## src/rtl/vgachargen_pkg.sv

```systemverilog
`default_nettype none
// ============================================================================
// Module   : vgachargen_pkg
// Purpose  : Shared constants, control codes, console FSM state type and the
//            byte-lane merge helper used by the APB console master.
// Revision : 1.0 - initial release
// ============================================================================
package vgachargen_pkg;

  localparam int unsigned SCREEN_COLS  = 80;
  localparam int unsigned SCREEN_ROWS  = 30;
  localparam int unsigned CH_MAP_WORDS = 600;

  localparam logic [7:0] CHAR_LF = 8'h0A;
  localparam logic [7:0] CHAR_CR = 8'h0D;
  localparam logic [7:0] CHAR_BS = 8'h08;
  localparam logic [7:0] CHAR_FF = 8'h0C;

  typedef enum logic [2:0] {
    ST_IDLE       = 3'd0,
    ST_RD_SETUP   = 3'd1,
    ST_RD_ACCESS  = 3'd2,
    ST_WR_SETUP   = 3'd3,
    ST_WR_ACCESS  = 3'd4,
    ST_CLR_SETUP  = 3'd5,
    ST_CLR_ACCESS = 3'd6
  } console_state_t;

  // Replace one byte lane of a char-map word; lane 0 is bits [7:0].
  function automatic logic [31:0] merge_lane(input logic [31:0] word,
                                             input logic [1:0]  lane,
                                             input logic [7:0]  ch);
    logic [31:0] r;
    r = word;
    case (lane)
      2'd0:    r[7:0]   = ch;
      2'd1:    r[15:8]  = ch;
      2'd2:    r[23:16] = ch;
      default: r[31:24] = ch;
    endcase
    return r;
  endfunction

endpackage
`default_nettype wire

```

## src/rtl/vga_console_cursor.sv

```systemverilog
`default_nettype none
// ============================================================================
// Module   : vga_console_cursor
// Purpose  : Text cursor (row/col) with advance/newline/CR/BS/home commands,
//            plus the char-map word index and byte lane of the current cell.
// Revision : 1.0 - initial release
// ============================================================================
module vga_console_cursor #(
  parameter int unsigned COLS   = 80,
  parameter int unsigned ROWS   = 30,
  parameter int unsigned ADDR_W = 14
) (
  input  logic              clk_i,
  input  logic              rstn_i,
  input  logic              adv_i,
  input  logic              nl_i,
  input  logic              cr_i,
  input  logic              bs_i,
  input  logic              home_i,
  output logic [6:0]        col_o,
  output logic [4:0]        row_o,
  output logic [ADDR_W-1:0] word_o,
  output logic [1:0]        lane_o
);

  localparam logic [6:0] LAST_COL      = 7'(COLS - 1);
  localparam logic [4:0] LAST_ROW      = 5'(ROWS - 1);
  localparam logic [7:0] WORDS_PER_ROW = 8'(COLS / 4);

  logic [6:0]        col_q, col_d;
  logic [4:0]        row_q, row_d;
  logic [4:0]        row_inc;
  logic [ADDR_W-1:0] row_base;

  // Next row with wrap to the top; there is no scrolling.
  assign row_inc = (row_q == LAST_ROW) ? 5'd0 : row_q + 5'd1;

  // Cursor next-state; commands are mutually exclusive in practice, home wins.
  always_comb begin
    col_d = col_q;
    row_d = row_q;
    if (home_i) begin
      col_d = 7'd0;
      row_d = 5'd0;
    end else if (adv_i) begin
      if (col_q == LAST_COL) begin
        col_d = 7'd0;
        row_d = row_inc;
      end else begin
        col_d = col_q + 7'd1;
      end
    end else if (nl_i) begin
      col_d = 7'd0;
      row_d = row_inc;
    end else if (cr_i) begin
      col_d = 7'd0;
    end else if (bs_i) begin
      if (col_q != 7'd0) begin
        col_d = col_q - 7'd1;
      end else if (row_q != 5'd0) begin
        col_d = LAST_COL;
        row_d = row_q - 5'd1;
      end
    end
  end

  // Cursor registers.
  always_ff @(posedge clk_i or negedge rstn_i) begin
    if (!rstn_i) begin
      col_q <= 7'd0;
      row_q <= 5'd0;
    end else begin
      col_q <= col_d;
      row_q <= row_d;
    end
  end

  // row * (COLS/4) as a sum of constant shifts of row (no multiplier).
  always_comb begin
    row_base = '0;
    for (int b = 0; b < 8; b++) begin
      if (WORDS_PER_ROW[b]) begin
        row_base = row_base + (ADDR_W'(row_q) << b);
      end
    end
  end

  assign word_o = row_base + ADDR_W'(col_q[6:2]);
  assign lane_o = col_q[1:0];
  assign col_o  = col_q;
  assign row_o  = row_q;

endmodule
`default_nettype wire

```

## src/rtl/apb_vga_console.sv

```systemverilog
`default_nettype none
// ============================================================================
// Module   : apb_vga_console
// Purpose  : APB master feeding the vgachargen char map from a byte stream.
//            Printable bytes become read-modify-write of the cell's word,
//            LF/CR/BS move the cursor, FF blanks the whole map.
// Revision : 1.0 - initial release
// ============================================================================
module apb_vga_console
  import vgachargen_pkg::*;
#(
  parameter int unsigned APB_ADDR_WIDTH = 14,
  parameter int unsigned APB_DATA_WIDTH = 32,
  parameter int unsigned COLS           = SCREEN_COLS,
  parameter int unsigned ROWS           = SCREEN_ROWS,
  parameter bit          CLEAR_ON_RESET = 1'b1,
  parameter logic [7:0]  BLANK_CHAR     = 8'h20
) (
  input  logic                      clk_i,
  input  logic                      rstn_i,
  input  logic [7:0]                char_data_i,
  input  logic                      char_valid_i,
  output logic                      char_ready_o,
  output logic [APB_ADDR_WIDTH-1:0] apb_paddr_o,
  output logic [APB_DATA_WIDTH-1:0] apb_pwdata_o,
  output logic                      apb_pwrite_o,
  output logic                      apb_psel_o,
  output logic                      apb_penable_o,
  input  logic [APB_DATA_WIDTH-1:0] apb_prdata_i,
  input  logic                      apb_pready_i,
  input  logic                      apb_pslverr_i,
  output logic                      busy_o,
  output logic                      err_o,
  output logic [6:0]                cursor_col_o,
  output logic [4:0]                cursor_row_o
);

  localparam logic [APB_ADDR_WIDTH-1:0] LAST_WORD   = APB_ADDR_WIDTH'(COLS * ROWS / 4 - 1);
  localparam logic [31:0]               BLANK_WORD  = {4{BLANK_CHAR}};
  localparam console_state_t            RESET_STATE = CLEAR_ON_RESET ? ST_CLR_SETUP : ST_IDLE;

  console_state_t            state_q, state_d;
  logic                      run_q;
  logic [APB_ADDR_WIDTH-1:0] paddr_q, paddr_d;
  logic [31:0]               pwdata_q, pwdata_d;
  logic                      pwrite_q, pwrite_d;
  logic [7:0]                char_q, char_d;
  logic [APB_ADDR_WIDTH-1:0] clr_cnt_q, clr_cnt_d;
  logic                      err_q, err_d;

  logic                      cur_adv, cur_nl, cur_cr, cur_bs, cur_home;
  logic [APB_ADDR_WIDTH-1:0] cell_word;
  logic [1:0]                cell_lane;
  logic                      is_print;
  logic                      in_access;

  assign is_print  = (char_data_i >= 8'h20) && (char_data_i <= 8'h7E);
  assign in_access = (state_q == ST_RD_ACCESS) || (state_q == ST_WR_ACCESS) ||
                     (state_q == ST_CLR_ACCESS);

  vga_console_cursor #(
    .COLS   (COLS),
    .ROWS   (ROWS),
    .ADDR_W (APB_ADDR_WIDTH)
  ) u_cursor (
    .clk_i  (clk_i),
    .rstn_i (rstn_i),
    .adv_i  (cur_adv),
    .nl_i   (cur_nl),
    .cr_i   (cur_cr),
    .bs_i   (cur_bs),
    .home_i (cur_home),
    .col_o  (cursor_col_o),
    .row_o  (cursor_row_o),
    .word_o (cell_word),
    .lane_o (cell_lane)
  );

  // run_q holds every output low for the first cycle after reset release,
  // so a power-on clear still starts with a visible SETUP cycle.
  always_ff @(posedge clk_i or negedge rstn_i) begin
    if (!rstn_i) run_q <= 1'b0;
    else         run_q <= 1'b1;
  end

  // State and APB datapath registers.
  always_ff @(posedge clk_i or negedge rstn_i) begin
    if (!rstn_i) begin
      state_q   <= RESET_STATE;
      paddr_q   <= '0;
      pwdata_q  <= '0;
      pwrite_q  <= 1'b0;
      char_q    <= 8'd0;
      clr_cnt_q <= '0;
      err_q     <= 1'b0;
    end else begin
      state_q   <= state_d;
      paddr_q   <= paddr_d;
      pwdata_q  <= pwdata_d;
      pwrite_q  <= pwrite_d;
      char_q    <= char_d;
      clr_cnt_q <= clr_cnt_d;
      err_q     <= err_d;
    end
  end

  // Next-state, bus field updates and cursor commands.
  always_comb begin
    state_d   = state_q;
    paddr_d   = paddr_q;
    pwdata_d  = pwdata_q;
    pwrite_d  = pwrite_q;
    char_d    = char_q;
    clr_cnt_d = clr_cnt_q;
    err_d     = err_q;
    cur_adv   = 1'b0;
    cur_nl    = 1'b0;
    cur_cr    = 1'b0;
    cur_bs    = 1'b0;
    cur_home  = 1'b0;

    if (!run_q) begin
      // Prime the bus fields for the power-on clear's first SETUP.
      if (state_q == ST_CLR_SETUP) begin
        paddr_d   = '0;
        pwdata_d  = BLANK_WORD;
        pwrite_d  = 1'b1;
        clr_cnt_d = '0;
      end
    end else begin
      if (in_access && apb_pready_i && apb_pslverr_i) begin
        err_d = 1'b1;
      end
      case (state_q)
        ST_IDLE: begin
          if (char_valid_i) begin
            char_d = char_data_i;
            if (is_print) begin
              state_d  = ST_RD_SETUP;
              paddr_d  = cell_word;
              pwrite_d = 1'b0;
            end else if (char_data_i == CHAR_FF) begin
              state_d   = ST_CLR_SETUP;
              paddr_d   = '0;
              pwdata_d  = BLANK_WORD;
              pwrite_d  = 1'b1;
              clr_cnt_d = '0;
            end else if (char_data_i == CHAR_LF) begin
              cur_nl = 1'b1;
            end else if (char_data_i == CHAR_CR) begin
              cur_cr = 1'b1;
            end else if (char_data_i == CHAR_BS) begin
              cur_bs = 1'b1;
            end
          end
        end
        ST_RD_SETUP:  state_d = ST_RD_ACCESS;
        ST_RD_ACCESS: begin
          if (apb_pready_i) begin
            state_d  = ST_WR_SETUP;
            pwdata_d = merge_lane(apb_prdata_i, cell_lane, char_q);
            pwrite_d = 1'b1;
          end
        end
        ST_WR_SETUP:  state_d = ST_WR_ACCESS;
        ST_WR_ACCESS: begin
          if (apb_pready_i) begin
            state_d = ST_IDLE;
            cur_adv = 1'b1;
          end
        end
        ST_CLR_SETUP: state_d = ST_CLR_ACCESS;
        ST_CLR_ACCESS: begin
          if (apb_pready_i) begin
            if (clr_cnt_q == LAST_WORD) begin
              state_d  = ST_IDLE;
              cur_home = 1'b1;
            end else begin
              state_d   = ST_CLR_SETUP;
              clr_cnt_d = clr_cnt_q + 1'b1;
              paddr_d   = clr_cnt_q + 1'b1;
            end
          end
        end
        default: state_d = ST_IDLE;
      endcase
    end
  end

  // Handshake/select outputs decode the state directly so reset drops them at once.
  assign char_ready_o  = run_q && (state_q == ST_IDLE);
  assign busy_o        = run_q && (state_q != ST_IDLE);
  assign apb_psel_o    = busy_o;
  assign apb_penable_o = run_q && in_access;
  assign apb_paddr_o   = paddr_q;
  assign apb_pwdata_o  = pwdata_q;
  assign apb_pwrite_o  = pwrite_q;
  assign err_o         = err_q;

endmodule
`default_nettype wire

```

## config.mk

```make
export PLATFORM = sky130hd
export DESIGN_NAME = apb_vga_console
export DESIGN_NICKNAME = d
export VERILOG_FILES = /design/src/rtl/vgachargen_pkg.sv /design/src/rtl/vga_console_cursor.sv /design/src/rtl/apb_vga_console.sv
export SDC_FILE = /design/constraint.sdc
export NUM_CORES = 1
export LEC_CHECK = 0
export ABC_AREA = 1
export BUFFER_PORTS_ARGS = -buffer_cell sky130_fd_sc_hd__buf_2
export CAP_MARGIN = 10
export CELL_PAD_IN_SITES_DETAIL_PLACEMENT = 1
export CELL_PAD_IN_SITES_GLOBAL_PLACEMENT = 2
export CORE_MARGIN = 5
export CORE_UTILIZATION = 32
export CTS_CLUSTER_DIAMETER = 30
export CTS_CLUSTER_SIZE = 24
export DETAILED_ROUTE_END_ITERATION = 10
export GPL_TIMING_DRIVEN = 0
export PLACE_DENSITY_LB_ADDON = 0.2
export SLEW_MARGIN = 20
export SYNTH_ARGS = -nofsm -noshare
export SYNTH_HDL_FRONTEND = slang
export SYNTH_SLANG_ARGS = --single-unit
export TNS_END_PERCENT = 50
```

## constraint.sdc

```tcl
create_clock -name clk_i -period 2.3 [get_ports clk_i]
set_clock_uncertainty 0.1 [all_clocks]
set_input_delay 0.115 -clock clk_i [delete_from_list [all_inputs] [get_ports clk_i]]
set_output_delay 0.115 -clock clk_i [all_outputs]
set_load 0.005 [all_outputs]
```

==> qor.yml <==
die:
  core_area_um2: 17800
  ioPinCount: 109
  fp.dieH_um: 144
  fp-row-count: 49
  chipWidth_um: 144
  fp.dieArea_um2: 20800
  initial_core_util_pct: 32.3
grt:
  grt_overflow: 0
  grt_pass1_vias: 6091
  grt_pass1_wl_um: 31500
  grt_max_degree: 50
  grtUsageTotal_pct: 19.2
  antenna_found_initial: 1
timing:
  max_freq_mhz: 468
  hold_viol: 0
  drv_slew: 0
  tightestPinTransition_ns: 0.576
  slew_headroom_pct: 61.3
  rsz0062_at_grt: "true"
  final.period_utilization_pct: 92.9
  fin_hold_ws_ns: 0.00452
  setup_viol: 0
  fin_crit_ns: 2.14
layout:
  diodes: 0
  area_growth_pct: 24.8
  drive_above_1_share_pct: 29.6
  nets: 970
  fillers: 2256
  design_area_um2: 7190
synthesis:
  syn_nets: 823
  avgSynthCellArea_um2: 7.56
  synth.top_cell.area_share_pct: 36.5
  ys_ff_latch: 86
  synthCells: 761
  synth_most_common_cell: "nand2_1"
  yosysSeqAreaShare_pct: 37.4
  synth_edf_count: 0
  synth_top_area_cell: "dfrtp_1"
  synthTopCellsByCount: "nand2_1, dfrtp_1, inv_1"
  synth_cell_types: 42
  synth_ff_type: "dfrtp_1"
  yosysWarnings: 0
  netlist_area_um2: 5760
  async_flop_share_pct: 100
  synth_area_leaders: "dfrtp_1, nand2_1, nand3_1"
critical_path:
  rr_worst_depth: 14
  arrival_ns: 2.33
  worstSetupEndpointType: "flop"
  worst_ep_required_time_ns: 2.49
  cp-start-kind: "flop"
  crit_type: "flop to flop"
  critPathMaxFanout: 8
placement:
  hpwl_um: 14900
  gp_congestion: 0.876
  port_buffers: 108
  dpl_cell_area_um2: 6620
clock_tree:
  clkLatencyLatePin_ns: 0.35
  path_clk_slew_ns: 0.07
  cts_sinks: 86
  cts_tree: "done"
  root_buffer: "clkbuf_16"
  numCtsBuffers: 9
  htree_levels: 3
  clockBufferDepth: 2
run:
  timing.max_cap.violations: 0
drt:
  dr.pass1.iters: 4
  wl_per_cell_um: 16.9
  wl_um: 19300
  routed_via_density: 4.92
  ant_nets: 0
  drtIter0Drc: 249
  drc_errors: 0
  dr_total_vias: 5622
outcome:
  status: "completed"
hold_path:
  hold_depth: 3
  min_path_type: "primary input to flop"
pwr:
  leakagePower_nw: 3.54
  peakVddDrop_mv: 0.443
  p_total_mw: 7.69
  power_density_nw_per_um2: 1070
-- layer usage --
metal / share of wire (%) / track usage [%] / wire length (µm)
met4: 0.71 / 4.51 / 138
met1: 47 / 25.8 / 9170
met3: 3.0 / 2.68 / 582
met2: 49 / 32.7 / 9420
met5: 0 / 0 / 0
-- worst paths after layout --
kind                                   start                end  slack, ns
min reg2reg                   apb_paddr_o[2]     apb_paddr_o[2]       0.37
min                          apb_prdata_i[2]    apb_pwdata_o[2]      0.005
max in group asynchronous             rstn_i  u_cursor.row_o[0]       1.34
max reg2reg                u_cursor.row_o[0]     apb_paddr_o[8]       0.16
min in group asynchronous             rstn_i   apb_pwdata_o[16]       0.14
max                        u_cursor.row_o[0]     apb_paddr_o[8]       0.16
-- logic make-up (layout without fill, tap and decap cells) --
| kind of cell | Yosys count | after routing | synth area share [%] |
|---|---|---|---|
| and+or+nand+nor | 415 | 415 | 33.9 |
| AOI/OAI and AO/OA | 125 | 125 | 14.0 |
| buffers and inverters | 100 | 252 | 7.98 |
| DFF | 86 | 86 | 37.4 |
| adders and majority gates | 17 | 17 | 3.96 |
| xor gates and xnor gates | 14 | 14 | 2.13 |
| muxes | 3 | 3 | 0.587 |
| other | 1 | 1 | 0.0651 |
-- cells in the final DEF, fill, tap and decap left out, types with 10 or more instances in the layout --
master / netlist / layout
nand2_1: 196 / 196
buf_2: 8 / 114
dfrtp_1: 84 / 80
inv_1: 64 / 63
nand3_1: 59 / 59
nor2_1: 58 / 55
o21ai_0: 39 / 39
or2_2: 30 / 30
o211ai_1: 28 / 28
o21ai_2: 24 / 24
dlygate4sd3_1: 0 / 23
nand2_2: 22 / 22
nand4_1: 19 / 19
o21ai_1: 16 / 16
ha_1: 15 / 15
xor2_1: 12 / 12
nor3_1: 10 / 10
-- metrics by stage --
step | utilization (%) | worst slack [ns] | setup TNS (ns) | std cells
floorplan | - | 0.174 | 0 | 761
CTS | 40.0 | 0.0275 | 0 | 1140
detailed placement | 37.1 | -0.125 | -0.249 | 1099
global route | 40.3 | -0.0327 | -0.0327 | 1142
finish | 40.3 | 0.164 | 0 | 1142
global placement | 36.9 | -0.0933 | -0.183 | 1098
-- power breakdown --
part | switching [mW] | internal [mW]
Clock | 0.656 | 0.741
Combinational | 2.40 | 1.51
Sequential | 0.471 | 1.91
Total | 3.52 | 4.16
-- layout make-up --
type	count	area (µm²)	share of cell area [%]
Tap cell	229	287	3.99
Multi-Input combinational cell	575	3160	44.0
Clock buffer	12	236	3.29
Inverter	76	298	4.14
Timing Repair Buffer	137	842	11.7
Clock inverter	4	32.5	0.453
Sequential cell	86	2160	30.0
Buffer	23	168	2.33
-- registers in the layout (all words and copies together) (netlist names) --
| signal | cells |
|---|---|
| apb_pwdata_o | 32 |
| state_q | 3 |
| clr_cnt_q | 14 |
| apb_paddr_o | 14 |
| u_cursor.col_o | 7 |
| run_q | 1 |
| err_o | 1 |
| char_q | 8 |
| u_cursor.row_o | 5 |
| apb_pwrite_o | 1 |
-- critical path: stages, from the launching register on --
cell and delay [ns]:
dfrtp_2 0.42, buf_4 0.17, ha_1 0.22, fa_1 0.42, nand2_1 0.09, nand2_1 0.05, nand2_1 0.08, nor2_2 0.05
nand3_1 0.08, inv_1 0.05, nand2_1 0.06, nand3_1 0.10, nand2_1 0.08, nand2_1 0.06, nand2_1 0.06
-- what timing repair did --
item | in CTS | in global routing
endpoints found under the hold margin | 108 | 0
gates resized for setup | 7 | 12
setup buffers | 2 | 3
hold buffers | 23 | 0
gates cloned | 0 | 0
endpoints found under the setup margin | 6 | 29
pin swaps | 0 | 2
Power figures use the tool's default switching activity.
